`src/rtl/dsp_mem_pkg.sv`:
```
// Shared definitions for the dual-dsp memory arbiter: default widths, FSM encoding
// and counter widths used by the arbiter and its round-robin picker.
package dsp_mem_pkg;

  localparam int DATA_W_DEF = 14;
  localparam int ADDR_W_DEF = 6;
  localparam int STALL_W    = 16;
  localparam int BEAT_CNT_W = 4;

  typedef enum logic [1:0] {
    IDLE = 2'd0,
    OWN0 = 2'd1,
    OWN1 = 2'd2
  } arb_state_t;

endpackage

```
`src/rtl/dsp_mem_rr_pick.sv`:
```
// Round-robin picker for two requesters: a lone requester wins outright,
// a tie goes to whichever requester did not own the memory last.
module dsp_mem_rr_pick (
  input  logic [1:0] req,
  input  logic       last_owner,
  output logic       winner
);

  always_comb begin
    winner = 1'b0;
    case (req)
      2'b01:   winner = 1'b0;
      2'b10:   winner = 1'b1;
      2'b11:   winner = ~last_owner;
      default: winner = 1'b0;
    endcase
  end

endmodule

```
`src/rtl/dsp_mem_arb.sv`:
```
// Two-dsp arbiter for one single-port memory: registered grants with bounded bursts,
// in-order read return on a shared bus, and a saturating stall counter.
module dsp_mem_arb
  import dsp_mem_pkg::*;
#(
  parameter int DATA_W    = DATA_W_DEF,
  parameter int ADDR_W    = ADDR_W_DEF,
  parameter int MAX_BURST = 4
) (
  input  logic               clk,
  input  logic               rstn,
  input  logic               req0,
  input  logic               req1,
  input  logic               we0,
  input  logic               we1,
  input  logic [ADDR_W-1:0]  addr0,
  input  logic [ADDR_W-1:0]  addr1,
  input  logic [DATA_W-1:0]  wdata0,
  input  logic [DATA_W-1:0]  wdata1,
  output logic               gnt0,
  output logic               gnt1,
  output logic               rvalid0,
  output logic               rvalid1,
  output logic [DATA_W-1:0]  rdata,
  output logic               mem_en,
  output logic               mem_we,
  output logic [ADDR_W-1:0]  mem_addr,
  output logic [DATA_W-1:0]  mem_din,
  input  logic [DATA_W-1:0]  mem_dout,
  output logic [STALL_W-1:0] stall_cnt
);

  localparam logic [BEAT_CNT_W-1:0] BURST_LAST = BEAT_CNT_W'(MAX_BURST - 1);

  arb_state_t            state;
  logic                  last_owner;
  logic                  started;
  logic [BEAT_CNT_W-1:0] beat_cnt;
  logic                  winner;
  logic                  cur_owner;
  logic                  own_req;
  logic                  other_req;
  logic                  burst_done;
  logic                  beat0;
  logic                  beat1;
  logic                  waiting;
  logic [DATA_W-1:0]     rdata_q;

  assign beat0      = req0 & gnt0;
  assign beat1      = req1 & gnt1;
  assign cur_owner  = (state == OWN1);
  assign own_req    = cur_owner ? req1 : req0;
  assign other_req  = cur_owner ? req0 : req1;
  assign burst_done = (beat_cnt == BURST_LAST);
  assign waiting    = (req0 & ~gnt0) | (req1 & ~gnt1);

  dsp_mem_rr_pick u_pick (
    .req        ({req1, req0}),
    .last_owner (last_owner),
    .winner     (winner)
  );

  // 'started' holds off the first grant until one full cycle after reset release.
  always_ff @(posedge clk or negedge rstn) begin
    if (!rstn) begin
      state      <= IDLE;
      last_owner <= 1'b1;
      beat_cnt   <= '0;
      gnt0       <= 1'b0;
      gnt1       <= 1'b0;
      started    <= 1'b0;
    end else begin
      started <= 1'b1;
      case (state)
        IDLE: begin
          beat_cnt <= '0;
          if (started && (req0 || req1)) begin
            state <= winner ? OWN1 : OWN0;
            gnt0  <= ~winner;
            gnt1  <= winner;
          end
        end
        OWN0, OWN1: begin
          if (!own_req || (burst_done && other_req)) begin
            last_owner <= cur_owner;
            beat_cnt   <= '0;
            if (other_req) begin
              state <= cur_owner ? OWN0 : OWN1;
              gnt0  <= cur_owner;
              gnt1  <= ~cur_owner;
            end else begin
              state <= IDLE;
              gnt0  <= 1'b0;
              gnt1  <= 1'b0;
            end
          end else if (burst_done) begin
            beat_cnt <= '0;
          end else begin
            beat_cnt <= beat_cnt + 1'b1;
          end
        end
        default: begin
          state    <= IDLE;
          beat_cnt <= '0;
          gnt0     <= 1'b0;
          gnt1     <= 1'b0;
        end
      endcase
    end
  end

  always_comb begin
    mem_en   = 1'b0;
    mem_we   = 1'b0;
    mem_addr = '0;
    mem_din  = '0;
    if (beat0) begin
      mem_en   = 1'b1;
      mem_we   = we0;
      mem_addr = addr0;
      mem_din  = wdata0;
    end else if (beat1) begin
      mem_en   = 1'b1;
      mem_we   = we1;
      mem_addr = addr1;
      mem_din  = wdata1;
    end
  end

  // Memory read data arrives one cycle after the beat; rdata_q keeps the bus stable between returns.
  always_ff @(posedge clk or negedge rstn) begin
    if (!rstn) begin
      rvalid0 <= 1'b0;
      rvalid1 <= 1'b0;
      rdata_q <= '0;
    end else begin
      rvalid0 <= beat0 & ~we0;
      rvalid1 <= beat1 & ~we1;
      rdata_q <= rdata;
    end
  end

  assign rdata = (rvalid0 | rvalid1) ? mem_dout : rdata_q;

  always_ff @(posedge clk or negedge rstn) begin
    if (!rstn) begin
      stall_cnt <= '0;
    end else if (waiting && (stall_cnt != '1)) begin
      stall_cnt <= stall_cnt + 1'b1;
    end
  end

endmodule

```
`config.mk`:
```
export PLATFORM = sky130hd
export DESIGN_NAME = dsp_mem_arb
export DESIGN_NICKNAME = d
export VERILOG_FILES = /design/src/rtl/dsp_mem_pkg.sv /design/src/rtl/dsp_mem_rr_pick.sv /design/src/rtl/dsp_mem_arb.sv
export SDC_FILE = /design/constraint.sdc
export NUM_CORES = 1
export LEC_CHECK = 0
export CORE_MARGIN = 1.5
export CORE_UTILIZATION = 35
export CTS_CLUSTER_SIZE = 20
export DETAILED_ROUTE_END_ITERATION = 10
export HOLD_SLACK_MARGIN = 0.15
export PLACE_DENSITY = 0.76
export RECOVER_POWER = 25
export SLEW_MARGIN = 0
export SYNTH_ARGS = -nofsm -noshare
export SYNTH_HDL_FRONTEND = slang
export SYNTH_SLANG_ARGS = --single-unit
```
`constraint.sdc`:
```
create_clock -name clk -period 1.75 [get_ports clk]
set_input_delay 0.175 -clock clk [delete_from_list [all_inputs] [get_ports clk]]
set_output_delay 0.175 -clock clk [all_outputs]
set_load 0.01 [all_outputs]
```
==> impl_metrics.py, run 1 <==
metrics = {
    "run_status": {
        "status": "complete, no violations",
    },
    "sta": {
        "max_slew.worst_pin.slew_ns": 1.00,
        "tns_ns": 0,
        "rsz0062_at_grt": "yes",
        "final.period_utilization": 0.968,
        "hold_viol": 0,
        "period_needed_ns": 1.69,
        "maxSlewViolCount": 0,
        "fin_skew_ns": 0.00487,
        "setup_viol": 0,
        "maxSlewHeadroom": 0.333,
        "max_freq_mhz": 590,
    },
    "worst_setup_path": {
        "crit_path_start_kind": "register",
        "required_ns": 1.57,
        "reg2reg_depth": 7,
        "crit_path_end_kind": "output pin",
        "path_class": "register to output pin",
        "crit_fanout": 6,
        "critical_path_arrival_ns": 1.52,
        "r2r_start": "state[0]$_DFFE_PN0P_",
        "crit_end": "rdata[7]",
        "r2r_slack_ns": 0.06,
        "startpoint": "rvalid1$_DFF_PN0_",
        "r2r-end": "state[0]$_DFFE_PN0P_",
    },
    "clock_network": {
        "root_buffer": "clkbuf_8",
        "cts.reportedPaths.clkPinSlew_ns": 0.08,
        "cts_htree_levels": 2,
        "cts_buffers": 5,
        "clock_latency_ns": 0.29,
        "cts_num_sinks": 40,
        "cts_tree": "done",
        "cts_buffer_depth": 2,
    },
    "floorplanning": {
        "die_width_microns": 80.8,
        "core_sq_um": 5890,
        "placement_rows": 28,
        "dieArea_sq_um": 6540,
        "start_util": 0.360,
        "ios": 116,
        "die_y_microns": 80.8,
    },
    "detailed_routing": {
        "drc_errors": 0,
        "drt_iter0_drc": 63,
        "antenna_left": 0,
        "dr.pass1.iters": 4,
        "route.met3.wl_microns": 239,
        "wl_met2_microns": 3040,
        "wl_met1_microns": 2850,
        "via_per_inst": 4.90,
        "num_vias": 2007,
        "drt-total-wl_microns": 6200,
        "highest_layer": "met4",
        "routedWlPerCell_microns": 15.1,
    },
    "synthesis": {
        "synth_edf_count": 0,
        "ys.flop_type": "dfrtp_1",
        "synth.distinct_cells": 41,
        "synth_nets": 249,
        "ys_seq_elements": 40,
        "yosysSeqAreaShare": 0.473,
        "yosysWarnings": 0,
        "syn_avg_cell_area_sq_um": 11.5,
        "synthArstFlopShare": 1.00,
        "netlist_instances": 184,
        "synth_area_sq_um": 2120,
    },
    "grt": {
        "grt-ovfl-total": 0,
        "grt.total_usage": 0.182,
        "antenna_found_initial": 0,
        "grt_max_degree": 41,
        "grt_pass1_vias": 1893,
        "grt_pass1_wl_microns": 9290,
    },
    "power": {
        "leakagePower_nw": 1.71,
        "ir_drop_mv": 0.862,
        "power_mw": 4.54,
        "power.density_nw_per_um2": 1240,
    },
    "final_layout": {
        "final_cell_mix": "clkdlybuf4s50_1, dfrtp_1, a22o_1, buf_4, buf_2",
        "n_antenna_cell": 0,
        "layout_commonest_cell": "clkdlybuf4s50_1",
        "area_growth_pct": 72.3,
        "fin_nets": 399,
        "layout-drive-gt1-share": 0.358,
        "fin_cells": 410,
    },
    "placement": {
        "gp_congestion": 0.784,
        "numPortBuffers": 115,
        "dpl.hpwl_microns": 4300,
        "dp_cells": 388,
    },
    "min_path": {
        "hp-class": "input port to register",
    },
    "flow_run": {
        "cap_violations": 0,
    },
}
-- logic make-up (layout without fill, tap and decap cells) --
group / after synthesis / after routing / share of synthesized area
AO/OA/AOI/OAI: 35 / 35 / 0.149
multiplexers: 20 / 20 / 0.105
other: 1 / 1 / 0.00177
adder cells (fa/ha/maj): 5 / 5 / 0.0295
buffers and inverters: 12 / 163 / 0.0218
flip-flops: 40 / 40 / 0.473
XOR/XNOR: 14 / 14 / 0.0578
AND/OR/NAND/NOR: 57 / 57 / 0.162
-- area by class of cell --
| type | instances | area [sq um] |
|---|---|---|
| multi-input cells | 132 | 1170 |
| well taps | 75 | 93.8 |
| fillers | 506 | 2230 |
| flip-flops and latches | 40 | 1000 |
| inverters | 7 | 26.3 |
| clock inverters | 2 | 15.0 |
| repair buffers | 148 | 1260 |
| clock buffers | 6 | 82.6 |
-- sequential cells by signal, indices dropped and copies added, names as in the netlist --
register    cells
state           1
rdata_q        14
gnt1            1
last_owner      1
stall_cnt      16
rvalid1         1
rvalid0         1
beat_cnt        4
started         1
-- where the power goes --
group	total, mW	internal [mW]	switching [mW]
Sequential	1.43	1.23	0.201
Combinational	2.45	1.39	1.07
Clock	0.658	0.319	0.339
-- layer usage --
metal | GRT usage | up-vias
met3 | 0.0348 | 11
met1 | 0.252 | 978
met2 | 0.291 | 43
met5 | 0 | -
met4 | 0.0500 | 0
li1 | - | 975
-- metrics by stage --
stage	instance area, sq um	util	hold WS [ns]	worst slack, ns
floorplan	2120	-	-0.121	0.0464
global placement	3480	0.592	0.263	-0.202
detailed placement	3480	0.592	0.267	-0.233
CTS	3680	0.625	0.438	-0.0223
global route	3650	0.621	0.426	-0.0326
finish	3650	0.621	0.441	0.0553
-- Yosys cell counts, types with 2 or more instances --
master     n  share of area
mux2i_1    2         0.0094
xor2_1    13          0.054
nor2_1    14          0.025
nor3_1     3         0.0071
nor3b_1    2         0.0071
nand3_1    5          0.012
clkbuf_1   4         0.0071
nand3b_1   2         0.0071
inv_1      7          0.012
ha_1       5          0.029
and4_1     2         0.0083
a311oi_1   2         0.0083
a22o_1    22          0.091
o21ai_0    3         0.0071
mux2_2    18          0.096
nand2_1   13          0.023
nand4_1    2         0.0059
a21oi_1    2         0.0047
dfrtp_1   39           0.46
nor4_1     3         0.0089
-- critical path, stage by stage (launching register included) --
cell	delay, ns
dfrtp_1	0.41
nor2_4	0.14
buf_6	0.14
buf_6	0.11
mux2_4	0.30
buf_6	0.12
-- how the worst min path moves through the flow --
stage | start | end | slack, ns | depth (start not counted)
3_5_place_dp | rstn | stall_cnt[12]$_DFFE_PN0P_ | 0.27 | 2
5_1_grt | we0 | rvalid0$_DFF_PN0_ | 0.43 | 2
4_1_cts | we0 | rvalid0$_DFF_PN0_ | 0.44 | 2
2_1_floorplan | rstn | beat_cnt[0]$_DFF_PN0_ | -0.12 | 0
6_report | we0 | rvalid0$_DFF_PN0_ | 0.44 | 2
3_3_place_gp | rstn | stall_cnt[12]$_DFFE_PN0P_ | 0.26 | 2
-- what timing repair did --
item | 4_1_cts | 5_1_grt
endpoints found under the setup margin | 36 | 44
endpoints found under the hold margin | 39 | 0
setup buffers | 10 | 3
resized for setup | 132 | 40
gates cloned | 2 | 0
hold buffers | 1 | 0
pin swaps | 3 | 4
No activity file was read; power rests on OpenSTA's default activity.
==> run 2: changes to the inputs <==
--- a/config.mk
+++ b/config.mk
@@ -10,9 +10,10 @@
 export CTS_CLUSTER_SIZE = 20
 export DETAILED_ROUTE_END_ITERATION = 10
 export HOLD_SLACK_MARGIN = 0.15
-export PLACE_DENSITY = 0.76
+export PLACE_DENSITY = 0.77
 export RECOVER_POWER = 25
 export SLEW_MARGIN = 0
 export SYNTH_ARGS = -nofsm -noshare
 export SYNTH_HDL_FRONTEND = slang
+export SYNTH_HIERARCHICAL = 1
 export SYNTH_SLANG_ARGS = --single-unit
==> run 2 against run 1 <==
  * Worst hold slack better by 0.0045 ns
  * Global-route usage is 0.32 points lower
  * Maximum frequency is 2.9% lower
  * Worst setup slack worse by 0.050 ns
  * Non-clock buffer count stayed put
  * Area after synthesis is 0.77% lower
  * Clock power is 11% higher
  * Count of clock-buffer cells in the layout stayed put
  * Critical path depth stayed put
  * Clock skew hardly changed
==> impl_metrics.py, run 2 <==
metrics = {
    "synthesis": {
        "synth_most_common_cell": "dfrtp_1",
        "yosysWarnings": 6,
        "netlist_instances": 182,
        "synthArstFlopShare": 1.00,
        "synth_top_family_by_area": "simple AND/OR/NAND/NOR gates",
        "synth.area.top_cells": "dfrtp_1, mux2_2, a22o_1",
        "yosysTopAreaCellShare": 0.464,
        "synthAdderAreaFrac": 0.0357,
        "synth.distinct_cells": 42,
        "ys_seq_elements": 40,
        "yosysTopAreaCell": "dfrtp_1",
        "yosys-top-cells-count": "dfrtp_1, a22o_1, mux2_2",
        "synth_xor_area_frac": 0.0624,
        "synth_edf_count": 0,
        "synthMuxAreaShare": 0.103,
        "synth-compound-area-share": 0.135,
        "synthSimpleGateAreaFrac": 0.171,
        "synth_nets": 248,
        "synth_area_sq_um": 2100,
        "ys.flop_type": "dfrtp_1",
        "syn_avg_cell_area_sq_um": 11.6,
        "yosysSeqAreaShare": 0.476,
    },
    "flow_run": {
        "cap_violations": 0,
    },
    "detailed_routing": {
        "drt_iter0_drc": 56,
        "routedWlPerCell_microns": 14.1,
        "antenna_left": 0,
        "num_vias": 2014,
        "drt-total-wl_microns": 5760,
        "via_per_inst": 4.94,
        "drc_errors": 0,
        "dr.pass1.iters": 4,
    },
    "floorplanning": {
        "die_width_microns": 80.5,
        "ios": 116,
        "start_util": 0.360,
        "die_y_microns": 80.5,
        "dieArea_sq_um": 6490,
        "placement_rows": 28,
        "core_sq_um": 5850,
    },
    "final_layout": {
        "regMostFlops": "stall_cnt",
        "area_growth_pct": 71.1,
        "n_fill_cell": 484,
        "multi_input_area_sq_um": 1140,
        "n_antenna_cell": 0,
        "layout-drive-gt1-share": 0.360,
        "layout_commonest_cell": "clkdlybuf4s50_1",
        "final_cell_mix": "clkdlybuf4s50_1, dfrtp_1, buf_4",
        "fin_nets": 398,
        "final_cell_area_sq_um": 3600,
        "area.sequential_sq_um": 1000,
        "fin_cells": 408,
        "largest_register_ffs": 16,
        "top_regs": "stall_cnt: 16 flops, rdata_q: 14 flops, beat_cnt: 4 flops",
        "utilization": 0.615,
    },
    "worst_setup_path": {
        "r2r-end": "gnt1$_DFFE_PN0P_",
        "r2r_start": "gnt0$_DFFE_PN0P_",
        "path_class": "register to register",
        "reg2reg_depth": 5,
        "r2r_slack_ns": 0.005,
        "crit_path_end_kind": "register",
        "crit_fanout": 3,
        "crit_path_start_kind": "register",
        "crit_end": "gnt1$_DFFE_PN0P_",
        "startpoint": "gnt0$_DFFE_PN0P_",
        "required_ns": 1.93,
        "critical_path_arrival_ns": 1.92,
    },
    "grt": {
        "grt-ovfl-total": 0,
        "grt_pass1_wl_microns": 8970,
        "grt_max_degree": 31,
        "antenna_found_initial": 0,
        "grt_pass1_vias": 1916,
        "grt.total_usage": 0.179,
    },
    "power": {
        "p_sw_frac": 0.342,
        "clkPwrFrac": 0.158,
        "internal-power_mw": 3.06,
        "leakagePower_nw": 1.65,
        "ir_drop_mv": 0.727,
        "pwr-share-seq": 0.314,
        "power.density_nw_per_um2": 1290,
        "power_mw": 4.65,
        "p_sw_mw": 1.59,
        "combPwrFrac": 0.528,
    },
    "sta": {
        "final.period_utilization": 0.997,
        "maxSlewHeadroom": 0.559,
        "max_slew.worst_pin.slew_ns": 0.661,
        "maxSlewViolCount": 0,
        "setup_viol": 0,
        "period_needed_ns": 1.74,
        "holdWs_ns": 0.445,
        "hold_viol": 0,
        "max_freq_mhz": 573,
        "fin_skew_ns": 0.00490,
        "rsz0062_at_grt": "yes",
    },
    "placement": {
        "dpl.hpwl_microns": 4300,
        "dp_cells": 391,
        "gp_congestion": 0.722,
        "numPortBuffers": 115,
        "placement.cell_area_sq_um": 3510,
    },
    "clock_network": {
        "cts_buffers": 5,
        "cts_buffer_depth": 2,
        "cts_tree": "done",
        "clock_latency_ns": 0.29,
        "root_buffer": "clkbuf_8",
        "cts_num_sinks": 40,
        "cts_htree_levels": 2,
        "cts.reportedPaths.clkPinSlew_ns": 0.07,
    },
    "run_status": {
        "status": "complete, no violations",
    },
    "min_path": {
        "hp-class": "input port to register",
    },
}
run 2: cell count changes after synthesis, sizes merged, moves of 3 or more:
cell	delta
inv	-4
nand2b	+3
nor2	-3
xnor2	+3
nor3	+3
nand2	-6
nor4	-3
run 2: logic make-up (layout without fill, tap and decap cells):
kind of cell,count (synthesis),count (layout)
mux,19,19
other cells,1,1
buf+inv,8,159
flops,40,40
fa+ha+maj,6,6
xor+xnor,15,15
simple gates,57,57
compound gates,36,36
run 2: per-stage QoR:
step                      setup WS, ns  TNS, ns
final                          0.00515        0
after global routing           -0.0492   -0.215
after CTS                      -0.0262   -0.126
after detailed placement        -0.263    -5.26
after global placement          -0.219    -4.51
after floorplan                 0.0290        0
run 2: area by class of cell:
cell class | count | area share
Clock buffer | 6 | 0.0202
Clock inverter | 2 | 0.00973
Inverter | 3 | 0.00313
Multi-Input combinational cell | 134 | 0.317
Sequential cell | 40 | 0.279
Tap cell | 75 | 0.0261
Timing Repair Buffer | 148 | 0.345
run 2: power groups by stage:
stage	sequential, mW	clock (mW)	combinational (mW)
floorplan	1.52	0	1.10
CTS	1.46	0.755	2.52
global placement	1.46	0	2.51
detailed placement	1.48	0	2.56
finish	1.46	0.733	2.46
global route	1.50	0.801	2.67
run 2: worst min path at each step:
stage          from                  endpoint  slack [ns]  cells past startpoint
2_1_floorplan  rstn     beat_cnt[0]$_DFF_PN0_       -0.12                      0
6_report        we0         rvalid0$_DFF_PN0_        0.45                      2
3_3_place_gp   rstn  stall_cnt[0]$_DFFE_PN0P_        0.25                      1
3_5_place_dp   rstn  stall_cnt[1]$_DFFE_PN0P_        0.25                      1
4_1_cts         we0         rvalid0$_DFF_PN0_        0.44                      2
5_1_grt         we0         rvalid0$_DFF_PN0_        0.44                      2
run 2: routing by layer:
layer | GRT usage | up-vias | part of all wire
met5 | 0 | - | 0
met4 | 0.0466 | 0 | 0.0095
met3 | 0.0398 | 4 | 0.048
met2 | 0.299 | 53 | 0.52
met1 | 0.233 | 985 | 0.42
li1 | - | 972 | -
run 2: critical path: stages, from the launching register on:
cell and delay, ns:
dfrtp_2 0.43, inv_1 0.11, ha_1 0.18, mux2_2 0.36, a32o_2 0.29, mux2_2 0.27
run 2: timing repair:
| item | CTS | global route |
|---|---|---|
| endpoints found under the hold margin | 28 | 0 |
| gates cloned | 2 | 0 |
| setup buffers | 6 | 3 |
| resized for setup | 118 | 42 |
| setup endpoints to repair | 38 | 47 |
| pin swaps | 3 | 5 |
| hold buffers | 1 | 0 |
==> run 3: changes to the inputs <==
--- a/config.mk
+++ b/config.mk
@@ -12,6 +12,8 @@
 export HOLD_SLACK_MARGIN = 0.15
 export PLACE_DENSITY = 0.77
 export RECOVER_POWER = 25
+export REMOVE_ABC_BUFFERS = 1
+export SETUP_SLACK_MARGIN = 0.15
 export SLEW_MARGIN = 0
 export SYNTH_ARGS = -nofsm -noshare
 export SYNTH_HDL_FRONTEND = slang
==> run 3 against run 2 <==
  * Sequential cell count unchanged
  * Total power rose by 17%
  * Combinational power grew 29%
  * Worst setup slack gained 0.014 ns
  * Critical path depth stayed put
  * Global-route usage up 0.70 points
  * Clock skew decreased by 0.0025 ns
  * Sequential power rose by 3%
==> impl_metrics.py, run 3 (synthesized netlist as in run 2, its figures left out) <==
metrics = {
    "power": {
        "pwr-share-seq": 0.275,
        "ir_drop_mv": 0.717,
        "clkPwrFrac": 0.143,
        "power.density_nw_per_um2": 1350,
        "leakagePower_nw": 1.84,
        "p_sw_frac": 0.342,
        "internal-power_mw": 3.58,
        "p_sw_mw": 1.86,
        "combPwrFrac": 0.582,
    },
    "detailed_routing": {
        "routedWlPerCell_microns": 14.9,
        "dr.pass1.iters": 4,
        "drt_iter0_drc": 61,
        "drc_errors": 0,
        "drt-total-wl_microns": 6210,
        "via_per_inst": 4.99,
        "antenna_left": 0,
        "num_vias": 2081,
    },
    "final_layout": {
        "fin_nets": 407,
        "top_regs": "stall_cnt: 16 flops, rdata_q: 14 flops, beat_cnt: 4 flops",
        "largest_register_ffs": 16,
        "final_cell_mix": "clkdlybuf4s50_1, dfrtp_1, buf_6",
        "regMostFlops": "stall_cnt",
        "layout_commonest_cell": "clkdlybuf4s50_1",
        "fin_cells": 417,
        "area_growth_pct": 91.3,
        "final_cell_area_sq_um": 4030,
        "n_antenna_cell": 0,
        "layout-drive-gt1-share": 0.415,
        "utilization": 0.688,
    },
    "floorplanning": {
        "core_sq_um": 5850,
        "dieArea_sq_um": 6490,
        "die_width_microns": 80.5,
        "ios": 116,
        "start_util": 0.360,
        "die_y_microns": 80.5,
        "placement_rows": 28,
    },
    "placement": {
        "gp_congestion": 0.812,
        "numPortBuffers": 115,
        "dp_cells": 387,
        "placement.cell_area_sq_um": 3490,
        "dpl.hpwl_microns": 4210,
    },
    "clock_network": {
        "cts_htree_levels": 2,
        "cts.reportedPaths.clkPinSlew_ns": 0.08,
        "root_buffer": "clkbuf_8",
        "cts_buffers": 5,
        "cts_tree": "done",
        "clock_latency_ns": 0.29,
        "cts_num_sinks": 40,
        "cts_buffer_depth": 2,
    },
    "worst_setup_path": {
        "critical_path_arrival_ns": 1.56,
        "crit_path_start_kind": "register",
        "crit_fanout": 7,
        "required_ns": 1.57,
        "reg2reg_depth": 5,
        "path_class": "register to output pin",
        "crit_path_end_kind": "output pin",
    },
    "run_status": {
        "status": "complete, no violations",
    },
    "grt": {
        "grt-ovfl-total": 0,
        "grt.total_usage": 0.186,
        "antenna_found_initial": 0,
        "grt_pass1_vias": 2024,
        "grt_pass1_wl_microns": 9280,
        "grt_max_degree": 22,
    },
    "sta": {
        "maxSlewViolCount": 0,
        "tns_ns": 0,
        "rsz0062_at_grt": "yes",
        "max_slew.worst_pin.slew_ns": 0.975,
        "final.period_utilization": 0.989,
        "setup_viol": 0,
        "period_needed_ns": 1.73,
        "max_freq_mhz": 578,
        "maxSlewHeadroom": 0.350,
        "fin_skew_ns": 0.00243,
        "hold_viol": 0,
    },
    "min_path": {
        "whs_path_depth": 2,
        "hp-class": "input port to register",
    },
    "flow_run": {
        "cap_violations": 0,
    },
}
run 3: cell count changes in the layout (fill, tap and decap cells not counted), sizes merged:
cell | previous run | this run
clkbuf | 19 | 8
clkdlybuf4s50 | 77 | 76
clkinvlp | 0 | 1
buf | 55 | 75
clkinv | 1 | 0
inv | 3 | 4
run 3: area by class of cell:
type,instances,area (sq um)
repair buffers,157,1480
multi-input cells,134,1320
clock buffers,5,68.8
clock inverters,3,46.3
fillers,446,1830
well taps,75,93.8
flip-flops and latches,40,1000
inverters,3,16.3
run 3: worst paths after layout:
path | from | end | slack (ns)
min in group asynchronous | rstn | stall_cnt[13]$_DFFE_PN0P_ | 0.55
setup / recovery | rvalid0$_DFF_PN0_ | rdata[2] | 0.02
hold reg to reg | rdata_q[11]$_DFF_PN0_ | rdata_q[11]$_DFF_PN0_ | 0.51
max in group asynchronous | rstn | stall_cnt[11]$_DFFE_PN0P_ | 0.38
setup reg to reg | gnt1$_DFFE_PN0P_ | stall_cnt[15]$_DFFE_PN0P_ | 0.04
hold / removal | we1 | rvalid1$_DFF_PN0_ | 0.45
run 3: power groups by stage:
stage                     logic [mW]  clock network (mW)  registers [mW]
after CTS                       2.93               0.803            1.46
final                           3.17               0.780            1.50
after global placement          2.50                   0            1.47
after floorplan                 1.09                   0            1.52
after global routing            3.40               0.848            1.53
after detailed placement        2.55                   0            1.48
run 3: critical path, stage by stage (launching register included):
cell and delay [ns]:
dfrtp_1 0.42, nor2_4 0.15, buf_6 0.17, buf_6 0.11
mux2_4 0.30, buf_6 0.12
run 3: routing by layer:
metal | part of all wire | wire [microns] | GRT usage | vias to the layer above
li1 | - | - | - | 984
met1 | 0.40 | 2490 | 0.228 | 1000
met2 | 0.53 | 3310 | 0.323 | 90
met3 | 0.058 | 363 | 0.0511 | 7
met4 | 0.0076 | 47 | 0.0414 | 0
met5 | 0 | 0 | 0 | -
run 3: timing repair:
action                                  4_1_cts  5_1_grt
endpoints found under the setup margin       48       54
pin swaps                                    11       19
gates cloned                                  3        0
gates resized for setup                     198       41
buffers inserted                             10        8
hold buffers                                  1        0
endpoints found under the hold margin        15        0
run 3: per-stage QoR:
stage               hold WS, ns  setup slack, ns  total power, mW
floorplan                -0.121           -0.387             2.61
global route              0.460          -0.0622             5.78
finish                    0.450           0.0195             5.45
CTS                       0.345       -0.0000449             5.19
detailed placement        0.130           -0.252             4.03
global placement          0.122           -0.248             3.97
